$ cat src/rtl/fifo_pkg.sv
// fifo_pkg: shared constants and elaboration helpers for the synchronous FIFO family
package fifo_pkg;

    localparam int DEF_DATA_WIDTH = 32;
    localparam int DEF_FIFO_DEPTH = 8;

    function automatic int clog2(input int n);
        int r;
        r = 0;
        for (int v = n - 1; v > 0; v = v >> 1) r++;
        return r;
    endfunction

    function automatic bit params_ok(input int depth, input int af, input int ae);
        return depth >= 2 && (depth & (depth - 1)) == 0 &&
               af >= 1 && af <= depth && ae >= 0 && ae < depth;
    endfunction

endpackage

$ cat src/rtl/fifo_mem.sv
// fifo_mem: register-array storage with one synchronous write port and one asynchronous read port
module fifo_mem import fifo_pkg::*; #(
    parameter int DATA_WIDTH = DEF_DATA_WIDTH,
    parameter int FIFO_DEPTH = DEF_FIFO_DEPTH,
    parameter int ADDR_WIDTH = clog2(DEF_FIFO_DEPTH)
) (
    input  logic                  clk,
    input  logic                  wr_en,
    input  logic [ADDR_WIDTH-1:0] wr_addr,
    input  logic [DATA_WIDTH-1:0] wr_data,
    input  logic [ADDR_WIDTH-1:0] rd_addr,
    output logic [DATA_WIDTH-1:0] rd_data
);

    logic [DATA_WIDTH-1:0] mem [FIFO_DEPTH];

    always_ff @(posedge clk)
        if (wr_en) mem[wr_addr] <= wr_data;

    assign rd_data = mem[rd_addr];

endmodule

$ cat src/rtl/fifo_sync_flags.sv
// fifo_sync_flags: single-clock FIFO with occupancy count, programmable flags, error pulses, flush and FWFT mode
module fifo_sync_flags import fifo_pkg::*; #(
    parameter int DATA_WIDTH = DEF_DATA_WIDTH,
    parameter int FIFO_DEPTH = DEF_FIFO_DEPTH,
    parameter int AF_THRESH  = 6,
    parameter int AE_THRESH  = 2,
    parameter bit FWFT       = 1'b0
) (
    input  logic                        clk,
    input  logic                        rst_n,
    input  logic                        cs,
    input  logic                        clr,
    input  logic                        wr_en,
    input  logic                        rd_en,
    input  logic [DATA_WIDTH-1:0]       data_in,
    output logic [DATA_WIDTH-1:0]       data_out,
    output logic                        empty,
    output logic                        full,
    output logic                        almost_empty,
    output logic                        almost_full,
    output logic [clog2(FIFO_DEPTH):0]  count,
    output logic                        overflow,
    output logic                        underflow
);

    localparam int AW = clog2(FIFO_DEPTH);
    localparam int CW = AW + 1;
    localparam logic [CW-1:0] DEPTH_C = FIFO_DEPTH[CW-1:0];
    localparam logic [CW-1:0] AF_C    = AF_THRESH[CW-1:0];
    localparam logic [CW-1:0] AE_C    = AE_THRESH[CW-1:0];

    if (!params_ok(FIFO_DEPTH, AF_THRESH, AE_THRESH)) begin : g_bad_params
        $error("fifo_sync_flags: FIFO_DEPTH must be a power of 2 >= 2 and thresholds in range");
    end

    logic [AW-1:0]         wr_ptr, rd_ptr;
    logic [DATA_WIDTH-1:0] rd_data;
    logic                  rd_acc, wr_acc;

    assign empty        = count == '0;
    assign full         = count == DEPTH_C;
    assign almost_empty = count <= AE_C;
    assign almost_full  = count >= AF_C;

    // A write into a full FIFO is still accepted when a read frees a slot on the same edge
    assign rd_acc = cs & rd_en & ~empty;
    assign wr_acc = cs & wr_en & (~full | rd_acc);

    fifo_mem #(
        .DATA_WIDTH (DATA_WIDTH),
        .FIFO_DEPTH (FIFO_DEPTH),
        .ADDR_WIDTH (AW)
    ) u_mem (
        .clk     (clk),
        .wr_en   (wr_acc & ~clr),
        .wr_addr (wr_ptr),
        .wr_data (data_in),
        .rd_addr (rd_ptr),
        .rd_data (rd_data)
    );

    always_ff @(posedge clk or negedge rst_n)
        if (!rst_n) begin
            wr_ptr    <= '0;
            rd_ptr    <= '0;
            count     <= '0;
            overflow  <= 1'b0;
            underflow <= 1'b0;
        end else if (clr) begin
            wr_ptr    <= '0;
            rd_ptr    <= '0;
            count     <= '0;
            overflow  <= 1'b0;
            underflow <= 1'b0;
        end else begin
            wr_ptr    <= wr_ptr + AW'(wr_acc);
            rd_ptr    <= rd_ptr + AW'(rd_acc);
            count     <= count + CW'(wr_acc) - CW'(rd_acc);
            overflow  <= cs & wr_en & ~wr_acc;
            underflow <= cs & rd_en & ~rd_acc;
        end

    if (FWFT) begin : g_fwft
        assign data_out = rd_data;
    end else begin : g_std
        logic [DATA_WIDTH-1:0] dout_q;
        always_ff @(posedge clk or negedge rst_n)
            if (!rst_n)      dout_q <= '0;
            else if (clr)    dout_q <= '0;
            else if (rd_acc) dout_q <= rd_data;
        assign data_out = dout_q;
    end

endmodule
$ cat config.mk
export PLATFORM = sky130hd
export DESIGN_NAME = fifo_sync_flags
export DESIGN_NICKNAME = d
export VERILOG_FILES = /design/src/rtl/fifo_pkg.sv /design/src/rtl/fifo_mem.sv /design/src/rtl/fifo_sync_flags.sv
export SDC_FILE = /design/constraint.sdc
export NUM_CORES = 1
export LEC_CHECK = 0
export BUFFER_PORTS_ARGS = -buffer_cell sky130_fd_sc_hd__buf_2
export CAP_MARGIN = 20
export CORE_MARGIN = 5
export CORE_UTILIZATION = 61
export CTS_BUF_LIST = sky130_fd_sc_hd__clkbuf_4 sky130_fd_sc_hd__clkbuf_8 sky130_fd_sc_hd__clkbuf_16
export CTS_CLUSTER_DIAMETER = 150
export DETAILED_ROUTE_END_ITERATION = 8
export PLACE_DENSITY = 0.86
export SYNTH_ARGS = -nofsm -noshare
export SYNTH_HDL_FRONTEND = slang
export SYNTH_SLANG_ARGS = --single-unit
$ cat constraint.sdc
create_clock -name clk -period 7.94 [get_ports clk]
set_input_delay 0 -clock clk [delete_from_list [all_inputs] [get_ports clk]]
set_output_delay 0 -clock clk [all_outputs]
set_load 0.1 [all_outputs]
* Yosys cells after proc, flatten, opt, wreduce, memory -nomap -nowiden *
Memories as Yosys holds them, arrays and structs flattened.
Index checks and enable logic that the tools add are counted.

word-level totals
  flip-flop bits (word level) = 44
  memory bits (writable) = 256
  input bits = 38
  output and inout bits = 42
  word-level logic and storage cells = 38
  memories = 1

memories
  name       words  bits a word  rd ports  clocked after Yosys merged registers in  write ports  RTL line        source
  u_mem.mem  8      32           1         0                                        1            fifo_mem.sv:15  logic [DATA_WIDTH-1:0] mem [FIFO_DEPTH];

cells by class
  add/sub/neg operators = 4
  $lt $le $gt $ge = 2
  equal/unequal tests = 1
  mux-type cells = 9
  bitwise logic cells = 13
  reduce and logical (&&, ||, !) cells = 2

operators with widths
  kind                                                                                 count
  32-bit two-way mux                                                                   2
  1-bit bitwise AND                                                                    7
  3-bit by 1-bit adder with 3-bit output                                               2
  3-bit two-way mux                                                                    2
  1-bit inverter                                                                       5
  4-bit by 1-bit adder with 4-bit output                                               1
  4-bit == test, second input constant                                                 1
  4-bit by 3-bit greater-or-equal comparator with 1-bit output, second input constant  1
  4-bit by 2-bit less-or-equal comparator with 1-bit output, second input constant     1
  4-bit logical NOT                                                                    1
  1-bit two-way mux                                                                    4
  4-bit two-way mux                                                                    1
  4-bit by 1-bit subtractor with 4-bit output                                          1
  2-bit nonzero test                                                                   1
  1-bit bitwise OR                                                                     1

* Depth between registers and ports, before layout *
Gate-level depths: netlist (run 1).

  depth after elaboration = 8
  depth in mapped cells = 12
  gate-level depth less buffers = 12

* By module *
Synthesis (run 1) repeated with hierarchy kept, for this count alone.

unflattened totals
  cells, all modules = 521
  area, all modules = 11700.0 um^2

by module, submodules not included
  module           instances  cells each  area an instance (um^2)  sequential area each (um^2)
  fifo_mem         1          383         9825.7                   7687.4
  fifo_sync_flags  1          138         1874.3                   1101.1

* Worst setup path after synthesis (run 1) *
Ideal clock, no wire load.

  path kind = register to register
  start = register count[2]
  end = memory u_mem.mem[6][0] in the netlist's numbering (enable)
  library setup time = 0.501 ns
  arrival time = 5.357 ns
  required time = 7.439 ns
  slack = 2.082 ns
  stages on the path, launching flop included = 6
  buffers on the path = 0
  period minus slack after synthesis = 5.858 ns
  cells stage by stage = dfrtp_1 inv_1 ha_1 nor3b_1 a21o_1 nor4_1

between the ends
  elaborated cells between the ends (all ways) = 10
  classes of those cells = eq/ne: 1; mux: 2; bitwise: 6; reduce/logical: 1

RTL lines
  item                                     RTL line               source
  start: declaration                       fifo_sync_flags.sv:21  output logic [clog2(FIFO_DEPTH):0] count,
  start signal: assignment                 fifo_sync_flags.sv:78  count <= count + CW'(wr_acc) - CW'(rd_acc);
  4-bit == test                            fifo_sync_flags.sv:41  assign full = count == DEPTH_C;
  named net full                           fifo_sync_flags.sv:18  output logic full,
  1-bit inverter                           fifo_sync_flags.sv:47  assign wr_acc = cs & wr_en & (~full | rd_acc);
  1-bit bitwise OR                         fifo_sync_flags.sv:47
  1-bit bitwise AND                        fifo_sync_flags.sv:47
  1-bit bitwise AND                        fifo_sync_flags.sv:55  .wr_en (wr_acc & ~clr),
  1-bit two-way mux                        fifo_mem.sv:18         if (wr_en) mem[wr_addr] <= wr_data;
  1-bit two-way mux (implied by the code)  fifo_mem.sv:18
  end: declaration                         fifo_mem.sv:15

The timed path passes the listed nets, and every way through them passes these cells.

* Worst setup path after layout (run 1) *
  start = register count[2]
  end = memory u_mem.mem[5][20] in the netlist's numbering (enable)

between the ends
  word-level cells in the longest chain between the ends = 8
  elaborated cells between the ends (all ways) = 10
  classes of those cells = eq/ne: 1; mux: 2; bitwise: 6; reduce/logical: 1

RTL lines
  item                                         RTL line               source
  4-bit logical NOT                            fifo_sync_flags.sv:40  assign empty = count == '0;
  1-bit inverter                               fifo_sync_flags.sv:46  assign rd_acc = cs & rd_en & ~empty;
  1-bit bitwise AND                            fifo_sync_flags.sv:46
  1-bit bitwise OR (*)                         fifo_sync_flags.sv:47
  1-bit bitwise AND (*)                        fifo_sync_flags.sv:47
  1-bit bitwise AND (*)                        fifo_sync_flags.sv:55
  1-bit two-way mux (*)                        fifo_mem.sv:18
  1-bit two-way mux (implied by the code) (*)  fifo_mem.sv:18

Every way passes the cells marked *; elsewhere a longest branch is shown, timed or not.

==> results of run 1 <==
## registers in the layout, summed over array words and instances (netlist names)
register and count:
underflow 1, rd_ptr 3, data_out 32, overflow 1
count 4, wr_ptr 3, u_mem.mem 256
## power groups by stage
stage | clock (µW) | combinational, µW | sequential [µW]
floorplan | 0 | 334 | 2030
global placement | 0 | 649 | 1820
detailed placement | 0 | 667 | 1830
CTS | 1410 | 687 | 1800
global route | 1490 | 731 | 1800
finish | 1390 | 695 | 1800
## logic make-up after synthesis
kind of cell / Yosys count
DFF: 300
and+or+nand+nor: 100
muxes: 96
AOI/OAI and AO/OA: 70
buffers and inverters: 40
adders and majority gates: 13
xor gates and xnor gates: 4
## worst min-delay path: cells and delay by family
family	cells	cell delay [ps]
compound gates	2	270
buf+inv	1	150
simple gates	1	120
## final timing paths
check | startpoint | to | slack, ps | cells past startpoint
worst min register to register | data_out[17] | data_out[17] | 480 | 2
min in group asynchronous | rst_n | data_out[3] | 160 | 3
worst max register to register | count[2] | u_mem.mem[5][20] | 4930 | 7
max in group asynchronous | rst_n | rd_ptr[1] | 7290 | 3
worst min-delay path | cs | data_out[24] | 50 | 4
worst max-delay path | count[2] | u_mem.mem[5][20] | 4930 | 7
## area by class of cell
| cell class | count | area [µm²] |
|---|---|---|
| fill | 1046 | 4980 |
| multi-input combinational | 283 | 2778 |
| inverter | 6 | 22.52 |
| clock buffer | 47 | 910.9 |
| timing repair buffer | 133 | 934.6 |
| sequential | 300 | 8793 |
| clock inverter | 7 | 86.33 |
| tap | 260 | 325.3 |
## per-layer routing
metal / track usage / wire length [µm] / vias up / part of all wire
met5: 0 / 0 / - / 0
met1: 0.3130 / 9766 / 3239 / 0.40
met2: 0.3890 / 12680 / 290 / 0.52
met4: 0.04988 / 433 / 0 / 0.018
li1: - / - / 2707 / -
met3: 0.04022 / 1723 / 39 / 0.070
## through the flow
| stage | power [µW] | setup WS, ps |
|---|---|---|
| final | 3886 | 4933 |
| after global routing | 4023 | 4788 |
| after CTS | 3895 | 4392 |
| after detailed placement | 2497 | 4411 |
| after global placement | 2473 | 4609 |
| after floorplan | 2360 | 2082 |
## placed cells by master (no fill, tap or decap), types with 10 or more instances in the layout
master and instances:
buf_2 79, nand2_1 40, edfxtp_1 256, nor2_1 36
mux4_2 33, mux2_2 62, o22ai_1 31, buf_4 12
clkbuf_16 29, clkbuf_4 10, dlygate4sd3_1 39, dfrtp_1 42
o31ai_2 29, ha_1 12
## what timing repair did
| action | CTS | global route |
|---|---|---|
| hold endpoints to repair | 312 | 0 |
| setup endpoints to repair | 0 | 0 |
| setup buffers | 0 | 0 |
| hold buffers | 39 | 0 |
==> impl_metrics.csv, run 1 <==
group,metric,value,unit
setup_path,worstPathRequired,8140,ps
timing,slew_headroom,0.2555,
power_and_ir_drop,power_density,280.6,nW/µm²
power_and_ir_drop,p_switching,1091,µW
timing,fin_worst_hold_slack,50.02,ps
floorplanning,die_area,22090,µm²
timing,hold_violations,0,
setup_path,crit_type,"reg2reg",
route,routed-via-count,6275,
timing,grt_setup_unrepaired,"no",
power_and_ir_drop,power.internal,2795,µW
setup_path,max_stage_delay,560,ps
clock_tree,clock_latency,550,ps
clock_tree,numCtsBuffers,29,
timing,tightest_slew,1117,ps
yosys,ys_types,34,
yosys,synth_warnings,0,
yosys,yosys.area.top_type,"edfxtp_1",
place,port_buffers,79,
clock_tree,clk_pin_slew_worst_paths,60,ps
final_layout,final_cells,1036,
route,drt-total-wl,24600,µm
yosys,synth_top_area_frac,0.6556,
route,wl_per_cell,23.75,µm
place,dp_cells,940,
setup_path,startpoint_type,"register",
outcome,status,"completed",
place,gp_congestion,0.7598,
clock_tree,cts_tree,"yes",
yosys,ys_seq_area_frac,0.7495,
final_layout,area.growth.synth_to_final,18.13,%
power_and_ir_drop,seqPwrFrac,0.463,
power_and_ir_drop,pwr-share-clk,0.358,
floorplanning,initial_utilization,0.6227,
yosys,synth_mux_area_frac,0.1238,
timing,finClkSkew,19.59,ps
place,place_hpwl,13260,µm
setup_path,end_kind,"register",
floorplanning,die_h,148.6,µm
clock_tree,htree_levels,1,
yosys,syn_inst,623,
yosys,synth_flop_cell,"edfxtp_1",
clock_tree,clkSinkCount,300,
place,place_area,12400,µm²
yosys,synth.most_common_cell,"edfxtp_1",
timing,setup_tns,0,ps
setup_path,critPathTopFamily,"simple AND/OR/NAND/NOR gates",
global_route,antenna_found_initial,0,
final_layout,stdcell_area,13850,µm²
timing,fin_crit,3007,ps
route,drc,0,
setup_path,crit_fanout,19,
yosys,synth_top_family_by_area,"multiplexers",
timing,fin_crit_sh,0.3788,
setup_path,crit_slowest_cell,"nor3b_2",
global_route,grt_overflow,0,
power_and_ir_drop,swShare,0.2808,
final_layout,diodes,0,
yosys,synthAdderAreaFrac,0.01451,
yosys,synth_compound_area_frac,0.05325,
yosys,ys_ff_latch,300,
final_layout,fin_nets,804,
setup_path,crit_chain,"inv_1 > ha_1 > nand3b_1 > a21o_1 > or3b_1 > nor3b_2 > buf_4",
yosys,yosys.area_share.simple,0.03842,
route,via_per_inst,6.057,
global_route,grt_use_total,0.2277,
yosys,synth_nets,674,
global_route,grt_pass1_vias,6708,
power_and_ir_drop,leakage,0.004936,µW
clock_tree,clock_path_buffers,3,
hold_path,hp-class,"in2reg",
yosys,yosys-top-cells-count,"edfxtp_1 (256), mux2_2 (62), dfrtp_1 (44), nand2_1 (40), nor2_1 (37)",
clock_tree,cts-root-buf,"clkbuf_16",
route,firstDrtPassIters,5,
power_and_ir_drop,p_comb_frac,0.179,
final_layout,drive_gt1_frac,0.3660,
timing,setup_viol,0,
power_and_ir_drop,ir_worst_vdd,0.1993,mV
timing,fmax,0.3325,GHz
global_route,grt_first_pass_wirelength,38430,µm
floorplanning,ios,80,
yosys,synth_xor_area_frac,0.002988,
timing,drv_slew,0,
setup_path,worstPathArrival,3210,ps
yosys,synth_edf_count,256,
floorplanning,core.rowCount,50,
yosys,synth_area_leaders,"edfxtp_1 (66%), dfrtp_1 (9.4%), mux4_2 (6.3%), mux2_2 (6.0%), o31ai_2 (3.1%)",
final_layout,utilization,0.7355,
route,dr.first_iter.drc_count,545,
yosys,syn_area,11720,µm²
yosys,async_flop_share,0.1467,
floorplanning,core_area,18830,µm²
global_route,grt_max_degree,81,
route,ant_nets,0,
setup_path,critPathBufInv,2,
flow_run,maxCapViolations,0,
floorplanning,dieWidth,148.6,µm
yosys,synth.avg_cell_area,18.82,µm²
clock_tree,cts_resized,0,
Power figures use the tool's default switching activity.
==> inputs of run 2 (changes only) <==
CORE_UTILIZATION = 60   (was 61)
PLACE_DENSITY = 0.85   (was 0.86)
clock period = 2.8 ns   (was 7.94 ns; I/O delays follow)
==> run 2 against run 1 <==
Cell area is 0.89% higher. Power grew to 2.8 times the previous value. Fmax is 11% higher. Critical path depth is 3 higher. Clock-buffer cell count is 11 lower. Largest power group unchanged. Highest routed layer unchanged.
==> impl_metrics.csv, run 2 (synthesis results as in run 1) <==
group,metric,value,unit
flow_run,maxCapViolations,0,
route,ant_nets,0,
outcome,status,"completed",
floorplanning,ios,80,
final_layout,largest_reg_flops,256,
timing,fin_crit,2697,ps
setup_path,rr_worst_depth,10,
floorplanning,die_h,149.8,µm
hold_path,min_to,"data_out[10]",
timing,slew_headroom,0.3687,
clock_tree,htree_levels,1,
power_and_ir_drop,power.internal,7553,µW
timing,layout_setup_ws,102.6,ps
setup_path,reg2reg_to,"count[1]",
clock_tree,cts-root-buf,"clkbuf_16",
clock_tree,clock_path_buffers,3,
floorplanning,core_area,19330,µm²
final_layout,fillCellCount,1066,
place,place_hpwl,14420,µm
setup_path,crit_chain,"inv_4 > ha_2 > or3b_4 > inv_8 > nor2_1 > or3_1 > nand2_1 > ha_2 > fa_1 > nor2b_1",
floorplanning,dieWidth,149.8,µm
route,drt-total-wl,25030,µm
setup_path,crit_slowest_cell,"dfrtp_4",
timing,grt_setup_unrepaired,"no",
route,wl_per_cell,23.77,µm
final_layout,seqCellArea,8803,µm²
setup_path,crit_type,"reg2reg",
timing,hold_violations,0,
hold_path,hp-start,"cs",
setup_path,critPathMostFrequentCell,"ha_2",
final_layout,fin_nets,817,
final_layout,drive_gt1_frac,0.3858,
clock_tree,clkSinkCount,300,
floorplanning,die_area,22440,µm²
place,dp_slack,125.9,ps
power_and_ir_drop,swShare,0.2938,
route,via_per_inst,5.963,
global_route,grt_use_total,0.2312,
clock_tree,clk_pin_slew_worst_paths,60,ps
route,dr.first_iter.drc_count,574,
setup_path,rrSetupSlack,100,ps
setup_path,worstPathRequired,3210,ps
timing,tightest_slew,946.9,ps
timing,setup_viol,0,
floorplanning,core.rowCount,51,
power_and_ir_drop,power_density,765.3,nW/µm²
setup_path,reg2reg_from,"count[2]",
hold_path,hold_depth,4,
setup_path,crit_fanout,4,
setup_path,startpoint_type,"register",
timing,drv_slew,0,
timing,fin_crit_sh,0.9634,
setup_path,max_stage_delay,510,ps
setup_path,worstPathArrival,3100,ps
power_and_ir_drop,pwr-share-clk,0.331,
power_and_ir_drop,seqPwrFrac,0.477,
final_layout,diodes,0,
global_route,grt_first_pass_wirelength,39040,µm
global_route,grt_pass1_vias,6793,
setup_path,startpoint,"count[2]",
clock_tree,numCtsBuffers,28,
place,gp_congestion,0.7626,
final_layout,area.growth.synth_to_final,19.19,%
place,port_buffers,79,
route,firstDrtPassIters,5,
final_layout,stdcell_area,13970,µm²
place,place_area,12690,µm²
power_and_ir_drop,ir_worst_vdd,0.4827,mV
hold_path,hp-class,"in2reg",
global_route,antenna_found_initial,0,
clock_tree,cts_tree,"yes",
timing,fmax,0.3707,GHz
route,routed-via-count,6279,
timing,finClkSkew,18.43,ps
route,drc,0,
global_route,grt_overflow,0,
power_and_ir_drop,p_switching,3142,µW
final_layout,multi_input_area,2849,µm²
power_and_ir_drop,p_comb_frac,0.192,
final_layout,layout_commonest_cell,"edfxtp_1",
setup_path,end_kind,"register",
final_layout,final_cell_mix,"edfxtp_1 (256), buf_2 (79), mux2_2 (62)",
final_layout,top_register,"u_mem.mem",
clock_tree,clock_latency,540,ps
power_and_ir_drop,leakage,0.004935,µW
global_route,grt_max_degree,56,
floorplanning,initial_utilization,0.6064,
[run 2: cell types whose count changed in the layout (fill, tap and decap cells not counted), sizes merged]
| cell | previous run | this run |
|---|---|---|
| clkinv | 4 | 14 |
| clkinvlp | 0 | 2 |
| clkbuf | 47 | 36 |
| bufinv | 2 | 0 |
| buf | 94 | 108 |
| inv | 7 | 6 |
[run 2: critical path, delay by kind of cell (launching register included)]
family	cells	cell delay, ps
adders and majority gates	3	810
buffers and inverters	2	150
DFF	1	510
and+or+nand+nor	5	1100
[run 2: what timing repair did]
item,4_1_cts,5_1_grt
hold buffers,39,0
gates resized for setup,0,2
endpoints found under the setup margin,0,1
endpoints found under the hold margin,302,0
buffers inserted,0,1
[run 2: worst max path at each step]
stage                                 end  slack, ps  cells past startpoint
after CTS                        count[1]         50                     10
after global routing             count[1]          9                     10
after detailed placement         count[1]        130                     10
final                            count[1]        100                     10
after global placement           count[1]        200                     10
after floorplan           u_mem.mem[5][0]       -350                      6
[run 2: power groups by stage]
stage	sequential (µW)	combinational, µW	clock (µW)
2_1_floorplan	5770	994	0
3_3_place_gp	5180	1940	0
3_5_place_dp	5190	1990	0
4_1_cts	5100	2050	3590
5_1_grt	5110	2160	3840
6_report	5100	2050	3540
[run 2: layer usage]
layer	routed length [µm]	GRT usage
met1	9574	0.3048
met2	13120	0.3998
met3	1746	0.04028
met4	588	0.07045
met5	0	0
[run 2: final cells by class]
class,count,share of cell area
Multi-Input combinational cell,283,0.2039
Clock inverter,16,0.007163
Tap cell,265,0.02373
Clock buffer,36,0.05578
Inverter,6,0.002328
Sequential cell,300,0.6300
Timing Repair Buffer,147,0.07718
[run 2: through the flow]
| step | total power, µW | setup TNS (ps) | cells | hold WS, ps | utilization |
|---|---|---|---|---|---|
| 2_1_floorplan | 6760 | -53220 | 623 | -295.6 | - |
| 3_3_place_gp | 7113 | 0 | 961 | 160.2 | 0.6566 |
| 3_5_place_dp | 7179 | 0 | 961 | 206.3 | 0.6566 |
| 4_1_cts | 10740 | 0 | 1052 | 63.54 | 0.7223 |
| 5_1_grt | 11110 | 0 | 1053 | 98.78 | 0.7228 |
| 6_report | 10700 | 0 | 1053 | 81.77 | 0.7228 |
==> inputs of run 3 (changes only) <==
CORE_MARGIN = not set   (was 5)
SETUP_SLACK_MARGIN = 0.3   (was not set)
==> run 3 against run 2 <==
Worst setup slack better by 140 ps. Sequential share of layout area down 1.2 points. Power increased by 3.9%. Clock-buffer cell count is 4 higher. Cell count up 0.95%. Clock power grew 9.3%. Die area shrank 10%. Sequential power hardly changed. Hold slack worse by 31 ps. Critical path type unchanged. Critical endpoint unchanged. Largest cell class unchanged.
==> impl_metrics.csv, run 3 (synthesis results as in run 1) <==
group,metric,value,unit
outcome,status,"completed",
place,gp_congestion,0.7345,
power_and_ir_drop,power_density,780.7,nW/µm²
hold_path,hp-start,"cs",
place,dp_slack,90.79,ps
timing,layout_setup_ws,247.0,ps
clock_tree,clkSinkCount,300,
final_layout,drive_gt1_frac,0.4085,
route,drt-total-wl,25430,µm
route,routed-via-count,6377,
route,ant_nets,0,
setup_path,startpoint,"count[3]",
final_layout,final_cell_mix,"edfxtp_1 (256), buf_2 (79), mux2_2 (62)",
floorplanning,dieWidth,141.8,µm
final_layout,top_register,"u_mem.mem",
setup_path,reg2reg_from,"count[3]",
timing,grt_setup_unrepaired,"yes",
timing,setup_viol,0,
setup_path,crit_fanout,3,
timing,slew_headroom,0.4498,
place,place_hpwl,14020,µm
final_layout,layout_commonest_cell,"edfxtp_1",
clock_tree,clock_latency,540,ps
final_layout,diodes,0,
floorplanning,core_area,18960,µm²
clock_tree,clk_pin_slew_worst_paths,60,ps
timing,tightest_slew,825.4,ps
global_route,grt_use_total,0.2509,
clock_tree,htree_levels,1,
final_layout,fin_nets,832,
final_layout,multi_input_area,2904,µm²
setup_path,crit_slowest_cell,"dfrtp_4",
place,port_buffers,79,
final_layout,largest_reg_flops,256,
final_layout,utilization,0.7511,
hold_path,hp-class,"in2reg",
floorplanning,die_area,20100,µm²
floorplanning,die_h,141.8,µm
setup_path,crit_chain,"inv_4 > ha_4 > or3b_4 > inv_8 > nor2_1 > or3_1 > nand2_2 > ha_4 > fa_1 > nor2b_1",
floorplanning,initial_utilization,0.6185,
setup_path,critPathBufInv,2,
floorplanning,core.rowCount,50,
setup_path,crit_type,"reg2reg",
route,wl_per_cell,23.92,µm
timing,hold_violations,0,
route,via_per_inst,5.999,
timing,fin_crit_sh,0.9118,
setup_path,critPathMostFrequentCell,"ha_4",
setup_path,max_stage_delay,500,ps
global_route,grt_overflow,0,
final_layout,seqCellArea,8803,µm²
clock_tree,numCtsBuffers,29,
power_and_ir_drop,ir_worst_vdd,0.5148,mV
clock_tree,cts-root-buf,"clkbuf_16",
flow_run,maxCapViolations,0,
timing,fmax,0.3917,GHz
global_route,grt_first_pass_wirelength,37050,µm
power_and_ir_drop,leakage,0.005062,µW
setup_path,startpoint_type,"register",
setup_path,worstPathRequired,3200,ps
timing,finClkSkew,19.35,ps
timing,fin_crit,2553,ps
setup_path,end_kind,"register",
final_layout,area.growth.synth_to_final,21.43,%
global_route,grt_max_degree,37,
route,firstDrtPassIters,4,
floorplanning,ios,80,
clock_tree,clock_path_buffers,3,
route,dr.first_iter.drc_count,468,
clock_tree,cts_tree,"yes",
route,drc,0,
global_route,antenna_found_initial,0,
timing,drv_slew,0,
final_layout,fillCellCount,1045,
setup_path,critPathTopFamily,"simple AND/OR/NAND/NOR gates",
setup_path,worstPathArrival,2950,ps
timing,setup_tns,0,ps
global_route,grt_pass1_vias,6699,
==> run 3: changes by cell type in the layout (fill, tap and decap cells not counted), sizes merged <==
cell         delta
clkinvlp        -2
clkinv          -4
bufinv          +3
dlygate4sd3     +1
buf            +12
clkbuf          +5
==> run 3: worst register-to-register path, delay by kind of cell (launching register included) <==
family,cells,cell delay [ps]
buf+inv,2,140
flops,1,500
fa+ha+maj,3,660
simple gates,5,1120
==> run 3: final timing paths <==
kind,end,slack [ps],cells past startpoint
worst min register to register,data_out[11],480,2
min in group asynchronous,data_out[16],90,2
worst max register to register,count[1],250,10
worst max-delay path,count[1],250,10
max in group asynchronous,data_out[29],1870,3
worst min-delay path,overflow,50,3
==> run 3: cell type report <==
cell class | count | share of cell area
Clock buffer | 40 | 0.05721
Clock inverter | 13 | 0.009843
Inverter | 6 | 0.002461
Multi-Input combinational cell | 283 | 0.2040
Sequential cell | 300 | 0.6183
Tap cell | 260 | 0.02285
Timing Repair Buffer | 161 | 0.08533
==> run 3: metal layers <==
metal | up-vias | GRT usage | part of all wire
met5 | - | 0 | 0
met4 | 0 | 0.08998 | 0.023
met3 | 62 | 0.04725 | 0.064
met2 | 275 | 0.4376 | 0.52
met1 | 3272 | 0.3161 | 0.39
li1 | 2768 | - | -
==> run 3: timing repair <==
action / CTS / global route
gates cloned: 0 / 1
setup endpoints to repair: 3 / 167
hold endpoints to repair: 297 / 2
pin swaps: 0 / 7
setup buffers: 5 / 5
resized for setup: 5 / 15
hold buffers: 41 / 1
==> run 3: power breakdown <==
group          total, µW  internal, µW  switching [µW]
sequential          5110          5000             110
clock               3870          2310            1560
combinational       2140           643            1500
==> run 3: stage by stage <==
stage	total power [µW]	area [µm²]	cells	hold WS [ps]
floorplan	6764	11860	623	-295.6
global placement	7113	12700	959	104.6
detailed placement	7175	12700	959	116.5
CTS	11080	14120	1058	6.581
global route	11440	14240	1063	65.62
finish	11120	14240	1063	50.63
